<file path="src/rtl/syncer_pkg.sv">
// Shared constants and helpers for the multi-channel toggle-handshake bus receiver.
// Imported by the per-channel receiver and by the top-level wrapper.
package syncer_pkg;

    localparam int SYNC_STAGES_MIN = 2;

    // Behaviour of a channel's busout while its sender is not ready
    localparam bit NOT_READY_CLEAR = 1'b1;
    localparam bit NOT_READY_HOLD  = 1'b0;

    // What a channel does on the next edge, decoded from the synchronised inputs
    typedef enum logic [1:0] {
        CH_DRAIN   = 2'd0,
        CH_IDLE    = 2'd1,
        CH_STALL   = 2'd2,
        CH_CAPTURE = 2'd3
    } ch_action_e;

    function automatic logic [63:0] sat_inc(input logic [63:0] value, input int width);
        logic [63:0] max_val;
        max_val = (width >= 64) ? '1 : ((64'd1 << width) - 64'd1);
        return (value >= max_val) ? max_val : value + 64'd1;
    endfunction

endpackage

</file>
<file path="src/rtl/syncer_bus_rx_ch.sv">
// One receive channel: ready/request synchronisers, capture register,
// acknowledge toggle and saturating capture counter.
module syncer_bus_rx_ch
    import syncer_pkg::*;
#(
    parameter int WIDTH              = 8,
    parameter int SYNC_STAGES        = 2,
    parameter bit CLEAR_ON_NOT_READY = 1'b1,
    parameter int CNT_WIDTH          = 16
) (
    input  logic                 clk,
    input  logic                 reset,
    input  logic                 ready_in,
    input  logic                 req_toggle,
    input  logic [WIDTH-1:0]     busin,
    input  logic                 hold,
    input  logic                 clr_cnt,
    output logic                 ack_toggle,
    output logic [WIDTH-1:0]     busout,
    output logic                 busout_valid,
    output logic                 ready_out,
    output logic                 pending,
    output logic [CNT_WIDTH-1:0] upd_cnt
);

    if (SYNC_STAGES < SYNC_STAGES_MIN) begin : g_bad_sync_stages
        $error("syncer_bus_rx_ch: SYNC_STAGES must be at least %0d", SYNC_STAGES_MIN);
    end

    logic [SYNC_STAGES-1:0] rdy_sync_reg;
    logic [SYNC_STAGES-1:0] req_sync_reg;
    logic                   rdy_s;
    logic                   req_s;

    logic                   ack_reg;
    logic                   ack_next;
    logic [WIDTH-1:0]       busout_reg;
    logic [WIDTH-1:0]       busout_next;
    logic                   valid_reg;
    logic                   valid_next;
    logic [CNT_WIDTH-1:0]   cnt_reg;
    logic [CNT_WIDTH-1:0]   cnt_next;
    logic                   pending_s;
    ch_action_e             action;

    // busin is deliberately not synchronised: the sender keeps it stable
    // until the acknowledge comes back, so it is only sampled on capture.
    always_ff @(posedge clk or negedge reset) begin
        if (!reset) begin
            rdy_sync_reg <= '0;
            req_sync_reg <= '0;
        end else begin
            rdy_sync_reg <= {rdy_sync_reg[SYNC_STAGES-2:0], ready_in};
            req_sync_reg <= {req_sync_reg[SYNC_STAGES-2:0], req_toggle};
        end
    end

    assign rdy_s     = rdy_sync_reg[SYNC_STAGES-1];
    assign req_s     = req_sync_reg[SYNC_STAGES-1];
    assign pending_s = (req_s != ack_reg);

    always_comb begin
        action = CH_IDLE;
        if (!rdy_s) begin
            action = CH_DRAIN;
        end else if (pending_s) begin
            action = hold ? CH_STALL : CH_CAPTURE;
        end
    end

    always_comb begin
        ack_next    = ack_reg;
        busout_next = busout_reg;
        valid_next  = 1'b0;
        cnt_next    = cnt_reg;
        case (action)
            CH_DRAIN: begin
                // Sender is in reset: keep the handshake balanced so nothing is left outstanding
                ack_next = req_s;
                if (CLEAR_ON_NOT_READY == NOT_READY_CLEAR) begin
                    busout_next = '0;
                end
            end
            CH_CAPTURE: begin
                ack_next    = req_s;
                busout_next = busin;
                valid_next  = 1'b1;
                cnt_next    = CNT_WIDTH'(sat_inc(64'(cnt_reg), CNT_WIDTH));
            end
            default: begin
            end
        endcase
        if (clr_cnt) begin
            cnt_next = '0;
        end
    end

    always_ff @(posedge clk or negedge reset) begin
        if (!reset) begin
            ack_reg    <= 1'b0;
            busout_reg <= '0;
            valid_reg  <= 1'b0;
            cnt_reg    <= '0;
        end else begin
            ack_reg    <= ack_next;
            busout_reg <= busout_next;
            valid_reg  <= valid_next;
            cnt_reg    <= cnt_next;
        end
    end

    assign ack_toggle   = ack_reg;
    assign busout       = busout_reg;
    assign busout_valid = valid_reg;
    assign ready_out    = rdy_s;
    assign pending      = pending_s;
    assign upd_cnt      = cnt_reg;

endmodule

</file>
<file path="src/rtl/syncer_bus_rx_multi.sv">
// Receive side of NUM_CH independent toggle-handshake CDC buses; each channel
// is an instance of syncer_bus_rx_ch working on its own slice of the flat buses.
module syncer_bus_rx_multi
    import syncer_pkg::*;
#(
    parameter int WIDTH              = 8,
    parameter int NUM_CH             = 4,
    parameter int SYNC_STAGES        = 2,
    parameter bit CLEAR_ON_NOT_READY = 1'b1,
    parameter int CNT_WIDTH          = 16
) (
    input  logic                        clk,
    input  logic                        reset,
    input  logic [NUM_CH-1:0]           ready_in,
    input  logic [NUM_CH-1:0]           req_toggle,
    input  logic [NUM_CH*WIDTH-1:0]     busin,
    input  logic [NUM_CH-1:0]           hold,
    input  logic [NUM_CH-1:0]           clr_cnt,
    output logic [NUM_CH-1:0]           ack_toggle,
    output logic [NUM_CH*WIDTH-1:0]     busout,
    output logic [NUM_CH-1:0]           busout_valid,
    output logic [NUM_CH-1:0]           ready_out,
    output logic [NUM_CH-1:0]           pending,
    output logic [NUM_CH*CNT_WIDTH-1:0] upd_cnt
);

    if (NUM_CH < 1) begin : g_bad_num_ch
        $error("syncer_bus_rx_multi: NUM_CH must be at least 1");
    end

    if (SYNC_STAGES < SYNC_STAGES_MIN) begin : g_bad_sync_stages
        $error("syncer_bus_rx_multi: SYNC_STAGES must be at least %0d", SYNC_STAGES_MIN);
    end

    genvar gi;
    for (gi = 0; gi < NUM_CH; gi++) begin : g_ch
        syncer_bus_rx_ch #(
            .WIDTH              (WIDTH),
            .SYNC_STAGES        (SYNC_STAGES),
            .CLEAR_ON_NOT_READY (CLEAR_ON_NOT_READY),
            .CNT_WIDTH          (CNT_WIDTH)
        ) u_ch (
            .clk          (clk),
            .reset        (reset),
            .ready_in     (ready_in[gi]),
            .req_toggle   (req_toggle[gi]),
            .busin        (busin[gi*WIDTH +: WIDTH]),
            .hold         (hold[gi]),
            .clr_cnt      (clr_cnt[gi]),
            .ack_toggle   (ack_toggle[gi]),
            .busout       (busout[gi*WIDTH +: WIDTH]),
            .busout_valid (busout_valid[gi]),
            .ready_out    (ready_out[gi]),
            .pending      (pending[gi]),
            .upd_cnt      (upd_cnt[gi*CNT_WIDTH +: CNT_WIDTH])
        );
    end

endmodule

</file>
<file path="config.mk">
export PLATFORM = sky130hd
export DESIGN_NAME = syncer_bus_rx_multi
export DESIGN_NICKNAME = d
export VERILOG_FILES = /design/src/rtl/syncer_pkg.sv /design/src/rtl/syncer_bus_rx_ch.sv /design/src/rtl/syncer_bus_rx_multi.sv
export SDC_FILE = /design/constraint.sdc
export NUM_CORES = 1
export LEC_CHECK = 0
export CORE_MARGIN = 2
export CORE_UTILIZATION = 50
export CTS_BUF_LIST = sky130_fd_sc_hd__clkbuf_4
export DETAILED_ROUTE_END_ITERATION = 12
export MAX_ROUTING_LAYER = met4
export PLACE_DENSITY_LB_ADDON = 0.12
export SLEW_MARGIN = 20
export SYNTH_ARGS = -nofsm -noshare
export SYNTH_HDL_FRONTEND = slang
export SYNTH_SLANG_ARGS = --single-unit
</file>
<file path="constraint.sdc">
create_clock -name clk -period 2.34 [get_ports clk]
set_input_delay 0.585 -clock clk [delete_from_list [all_inputs] [get_ports clk]]
set_output_delay 0.585 -clock clk [all_outputs]
set_load 0.03 [all_outputs]
</file>
Word level (Yosys, flattened, before mapping)
Index checks and enable logic that the tools add are counted.
Storage, ports and cells
  register bits after elaboration: 120
  logic and storage cells: 88
Cells by class
  $add $sub $neg: 4
  order comparisons: 4
  eq/ne operators: 8
  muxes and demuxes: 32
  reductions and logical operators: 16
Operator list (number)
  16-bit 2-to-1 mux: 12
  16-bit by 1-bit adder with 16-bit output (second input constant): 4
  16-bit >= comparator (second input constant): 4
  8-bit one-hot mux with 2 select lines: 4
  2-bit 2-to-1 mux: 8
  2-bit nonzero test: 8
  2-bit equality test (second input constant): 4
  2-bit zero test: 4
  1-bit 2-to-1 mux: 8
  2-bit OR reduction: 4
  1-bit != test: 4

Depth between registers and ports, before layout
  word-level depth: 6
  gate-level depth with buffers: 8
  gate-level depth less buffers: 7

Hierarchy
A second synthesis with hierarchy kept.
Second synthesis, totals
  cell total of the unflattened synthesis: 536
  area, all modules: 5650.4 µm²
Modules (own cells, without submodules)
  syncer_bus_rx_ch: times used 4, cells an instance 134, area an instance 1412.6 µm², sequential area each 750.7 µm²

Worst setup path after synthesis
No wires, ideal clock.
  path kind: input-to-reg
  from: in hold[2]
  to: reg g_ch[2].u_ch.cnt_reg[14]
  setup time: 0.126 ns
  arrival: 1.996 ns
  path slack: 0.218 ns
  stages: 5
  path buffers: 0
  cells stage by stage: a21boi_0 ha_1 nand3_1 or4_1 o311a_1
Between the ends
  cells in the longest elaborated chain, start to end: 5
RTL lines
  start, declared: line syncer_bus_rx_multi.sv:17  | input logic [NUM_CH-1:0] hold,
  1-bit 2-to-1 mux: line syncer_bus_rx_ch.sv:67  | action = hold ? CH_STALL : CH_CAPTURE;
  2-bit 2-to-1 mux: line syncer_bus_rx_ch.sv:66  | end else if (pending_s) begin
  2-bit 2-to-1 mux: line syncer_bus_rx_ch.sv:64  | if (!rdy_s) begin
  2-bit equality test: line syncer_bus_rx_ch.sv:76  | case (action)
  2-bit nonzero test (no line)
  end signal, assigned: line syncer_bus_rx_ch.sv:108  | cnt_reg <= cnt_next;
  end, declared: line syncer_bus_rx_ch.sv:41  | logic [CNT_WIDTH-1:0] cnt_reg;
Every way passes these cells.
A chain may end at the register's enable or synchronous reset.

Final worst setup path
  from: reg g_ch[3].u_ch.cnt_reg[14]
  to: out upd_cnt[62]
RTL lines
  start, declared: line syncer_bus_rx_ch.sv:41
  start signal, assigned: line syncer_bus_rx_ch.sv:108
  end, declared: line syncer_bus_rx_multi.sv:24  | output logic [NUM_CH*CNT_WIDTH-1:0] upd_cnt
No word-level cell between the ends.

==> impl_table.tex <==
\begin{tabular}{lr}
\hline
Metric & Value \\
\hline
\multicolumn{2}{l}{\textbf{Timing}} \\
\quad Final setup violating endpoints & 0 \\
\quad Count of final hold-check violations & 0 \\
\quad RSZ-0062 raised after global routing & no \\
\quad Final-layout worst hold slack & 0.353 ns \\
\quad Maximum frequency from static timing analysis & 443 MHz \\
\quad Final slew viol count & 0 \\
\quad Worst-case headroom to the max-slew limit & 0.563 \\
\quad Crit share post-route & 0.964 \\
\quad Transition time of the tightest slew-check pin & 0.649 ns \\
\quad Setup Skew & 0.0152 ns \\
\quad Fin crit period & 2.26 ns \\
\multicolumn{2}{l}{\textbf{Floorplanning}} \\
\quad Full die area & 0.0123 mm\^{}2 \\
\quad Count of standard-cell rows & 38 \\
\quad Initial core utilization & 0.519 \\
\quad Width of the die & 111 um \\
\quad Count of pins on the block boundary & 162 \\
\quad Die H & 111 um \\
\quad Floorplan Core Area & 0.0110 mm\^{}2 \\
\multicolumn{2}{l}{\textbf{Power and ir drop}} \\
\quad Sum of internal, switching and leakage power & 5.33 mW \\
\quad Max VDD drop & 0.000554 V \\
\quad Combinational cell fraction of total power & 0.259 \\
\quad Fraction of power consumed by sequential logic & 0.439 \\
\quad Share of power burned in the clock network & 0.302 \\
\quad P per Cell Area & 680 mW/mm\^{}2 \\
\quad Internal power consumption & 3.63 mW \\
\quad Total leakage power & 3.84 nW \\
\quad Net switching power & 1.69 mW \\
\quad Fraction of power spent switching nets & 0.318 \\
\multicolumn{2}{l}{\textbf{Worst setup path}} \\
\quad Logic depth of the worst register-to-register path & 6 \\
\quad Largest stage delay on the critical path & 0.71 ns \\
\quad Worst Path Buf+Inv & 1 \\
\quad Launch point of the worst reg-to-reg path & g\_ch[2].u\_ch.ack\_toggle \\
\quad Arrival time worst endpoint & 1.67 ns \\
\quad Delay-heaviest family, CP & buffers and inverters \\
\quad Data required, critical path & 1.75 ns \\
\quad Worst setup path class & register to primary output \\
\quad Internal reg-to-reg setup slack & 0.22 ns \\
\quad Reg2reg end & g\_ch[2].u\_ch.upd\_cnt[14] \\
\quad Largest fanout of any net on the critical path & 5 \\
\quad Crit path max-delay cell type & clkdlybuf4s50\_1 \\
\quad Kind of start point of the critical path & register \\
\quad Category of the worst setup path capture point & primary output \\
\quad Cells along the critical path & clkdlybuf4s50\_1 \\
\multicolumn{2}{l}{\textbf{Synth}} \\
\quad Cell area after technology mapping & 0.00570 mm\^{}2 \\
\quad Ys Warns & 0 \\
\quad Adder-Cell Fraction of Synth Area & 0.0176 \\
\quad Async set-reset flop share out of synthesis & 1.00 \\
\quad Most common library cells after synthesis & dfrtp\_1 (120), nand2\_1 (80), o21ai\_0 (46) \\
\quad Share of synthesized area spent on multiplexers & 0.0167 \\
\quad Post-synth top area cell & dfrtp\_1 \\
\quad Simple-gate portion of the synthesized area & 0.205 \\
\quad Leading cell types by total area after synthesis & dfrtp\_1 (53\%), nand2\_1 (5.3\%), o21ai\_0 (4.0\%) \\
\quad Library cells used by synthesis & 45 \\
\quad Portion of synthesized cell area occupied by the leading cell type & 0.527 \\
\quad Synthesized-area fraction occupied by ao, oa, aoi and oai cells & 0.176 \\
\quad Synthesized area divided by synthesized cell count & 9.72 um\^{}2 \\
\quad Number of register bits inferred by synthesis & 120 \\
\quad Leading cell type by number of instances after synthesis & dfrtp\_1 \\
\quad Cells after synthesis & 586 \\
\quad Number of nets produced by synthesis & 644 \\
\quad Dominant combinational cell family by area after synthesis & simple AND/OR/NAND/NOR gates \\
\quad Synth Area in XOR/XNOR & 0.00615 \\
\quad Share of synthesized area occupied by flip-flops and latches & 0.527 \\
\quad Number of enable flip-flop cells after synthesis & 0 \\
\quad Most used flip-flop cell after synthesis & dfrtp\_1 \\
\multicolumn{2}{l}{\textbf{Global route}} \\
\quad Via count of the first global-routing pass & 5,029 \\
\quad Overall overflow remaining after global route & 0 \\
\quad Total track usage & 0.252 \\
\quad Number of antenna violations at the first check in global routing & 0 \\
\quad Pin count of the biggest net entering global routing & 68 \\
\quad Wire length of the first global-routing pass & 24,700 um \\
\multicolumn{2}{l}{\textbf{Placed design}} \\
\quad Routability congestion estimate & 0.864 \\
\quad Half-perimeter wire length after placement & 10,500 um \\
\quad Count of buffers from port buffering & 161 \\
\quad Post-Place Cells & 870 \\
\multicolumn{2}{l}{\textbf{Routing}} \\
\quad Detailed-route vias per instance & 5.78 \\
\quad Average routed wire per standard cell & 16.4 um \\
\quad Final Routed Wirelength & 14,900 um \\
\quad 1st-pass router iterations & 5 \\
\quad Post-detailed-route DRC marker count & 0 \\
\quad Vias after detailed routing & 5,221 \\
\quad First DRT Iteration DRCs & 373 \\
\quad Count of antenna-violating nets left after detailed routing & 0 \\
\multicolumn{2}{l}{\textbf{Clocking}} \\
\quad Clock tree from TritonCTS & built \\
\quad Clock-pin transition on the worst setup and hold timing paths & 0.10 ns \\
\quad Root buf cell & clkbuf\_4 \\
\quad Number of levels the H-tree was split into & 4 \\
\quad Number of buffers created by CTS & 17 \\
\quad Post-CTS setup buffers & 0 \\
\quad Clock Tree Buf Depth & 2 \\
\quad Clk sink count & 120 \\
\quad Clk Latency, worst-skew pair & 0.53 ns \\
\multicolumn{2}{l}{\textbf{Min path}} \\
\quad Worst hold path stage count & 0 \\
\quad Startpoint of the most critical hold path & g\_ch[0].u\_ch.req\_sync\_reg[0] \\
\quad Min-Delay Endpoint & g\_ch[0].u\_ch.req\_sync\_reg[1] \\
\quad Hold WC Path Type & register to register \\
\multicolumn{2}{l}{\textbf{Finish}} \\
\quad Share of cells above drive strength 1 & 0.0957 \\
\quad Final antenna diode count & 0 \\
\quad Growth of design area from synthesis to finish & 37.4\% \\
\quad Final cell count without fillers & 903 \\
\quad Flip-flop count of the largest register, all copies and words added & 64 \\
\quad Number of nets at the end of the flow & 808 \\
\multicolumn{2}{l}{\textbf{Status}} \\
\quad Run status & finished clean \\
\multicolumn{2}{l}{\textbf{Run}} \\
\quad Reported max-cap violation count & 0 \\
\hline
\end{tabular}
## placed cells by master (no fill, tap or decap), drive strengths merged, types with 5 or more instances in the layout
master	synthesis	final
a211oi	22	22
and2	12	12
nor2	43	43
nand4	16	16
clkdlybuf4s50	0	106
clkinv	0	8
nor4	10	10
mux2i	5	5
buf	22	28
and3	9	9
dfrtp	120	120
inv	14	14
clkbuf	22	21
a31oi	21	21
dlymetal6s2s	0	31
a311oi	11	11
and4	9	9
o21bai	12	12
dlygate4sd2	0	21
nand3	23	23
nor3	23	23
a21oi	19	19
nand2	80	80
o21ai	46	46
ha	8	8
a21boi	5	5
## timing repair
action / in CTS / in global routing
endpoints found under the setup margin: 23 / 33
cloned: 0 / 0
hold endpoints to repair: 3 / 0
gates resized for setup: 23 / 34
hold buffers: 1 / 0
## cell families (layout without fill, tap and decap cells)
kind of cell    Yosys count  count (layout)
xor+xnor                  4               4
fa+ha+maj                 8               8
buf+inv                  58             235
mux                       9               9
compound gates          154             154
simple gates            233             233
flops                   120             120
## power by group through the flow
stage	combinational (mW)	clock [mW]	sequential [mW]
final	1.38	1.61	2.34
after global routing	1.49	1.75	2.36
after CTS	1.40	1.66	2.34
after floorplan	0.690	0	2.55
after global placement	1.40	0	2.37
after detailed placement	1.42	0	2.38
## cell type report
type	count	area (um^2)
fill	802	3150
sequential	120	3000
multi-input combinational	408	2400
timing repair buffer	189	1890
tap	140	175
clock inverter	12	156
clock buffer	20	150
inverter	14	52.6
## worst register-to-register path, delay by kind of cell (launching register included)
kind / cells / cell delay, ns
AOI/OAI and AO/OA: 2 / 0.54
xor gates and xnor gates: 1 / 0.19
adders and majority gates: 1 / 0.20
DFF: 1 / 0.41
and+or+nand+nor: 2 / 0.66
## how the worst max path moves through the flow
stage / start / end / slack (ns) / depth (start not counted)
floorplan: hold[2] / g_ch[2].u_ch.upd_cnt[14] / 0.22 / 5
global placement: hold[2] / g_ch[2].u_ch.upd_cnt[14] / -0.14 / 6
detailed placement: hold[2] / g_ch[2].u_ch.upd_cnt[14] / -0.14 / 6
CTS: g_ch[3].u_ch.upd_cnt[13] / upd_cnt[61] / 0.0003 / 1
global route: g_ch[1].u_ch.upd_cnt[11] / upd_cnt[27] / 0.0002 / 1
finish: g_ch[3].u_ch.upd_cnt[14] / upd_cnt[62] / 0.08 / 1
## through the flow
stage | TNS (ns) | utilization | worst slack (ns) | area, um^2
after floorplan | 0 | - | 0.218 | 5700
final | 0 | 0.713 | 0.0844 | 7830
after detailed placement | -0.421 | 0.680 | -0.145 | 7470
after CTS | 0 | 0.706 | 0.000337 | 7760
after global placement | -0.271 | 0.680 | -0.138 | 7470
after global routing | 0 | 0.713 | 0.000211 | 7830
## routing by layer
layer | global-route usage | up-vias | wire length (um)
li1 | - | 2473 | -
met1 | 0.327 | 2507 | 6460
met2 | 0.384 | 221 | 7030
met3 | 0.0864 | 20 | 1200
met4 | 0.0642 | 0 | 157
met5 | - | - | 0
Power figures use the tool's default switching activity.
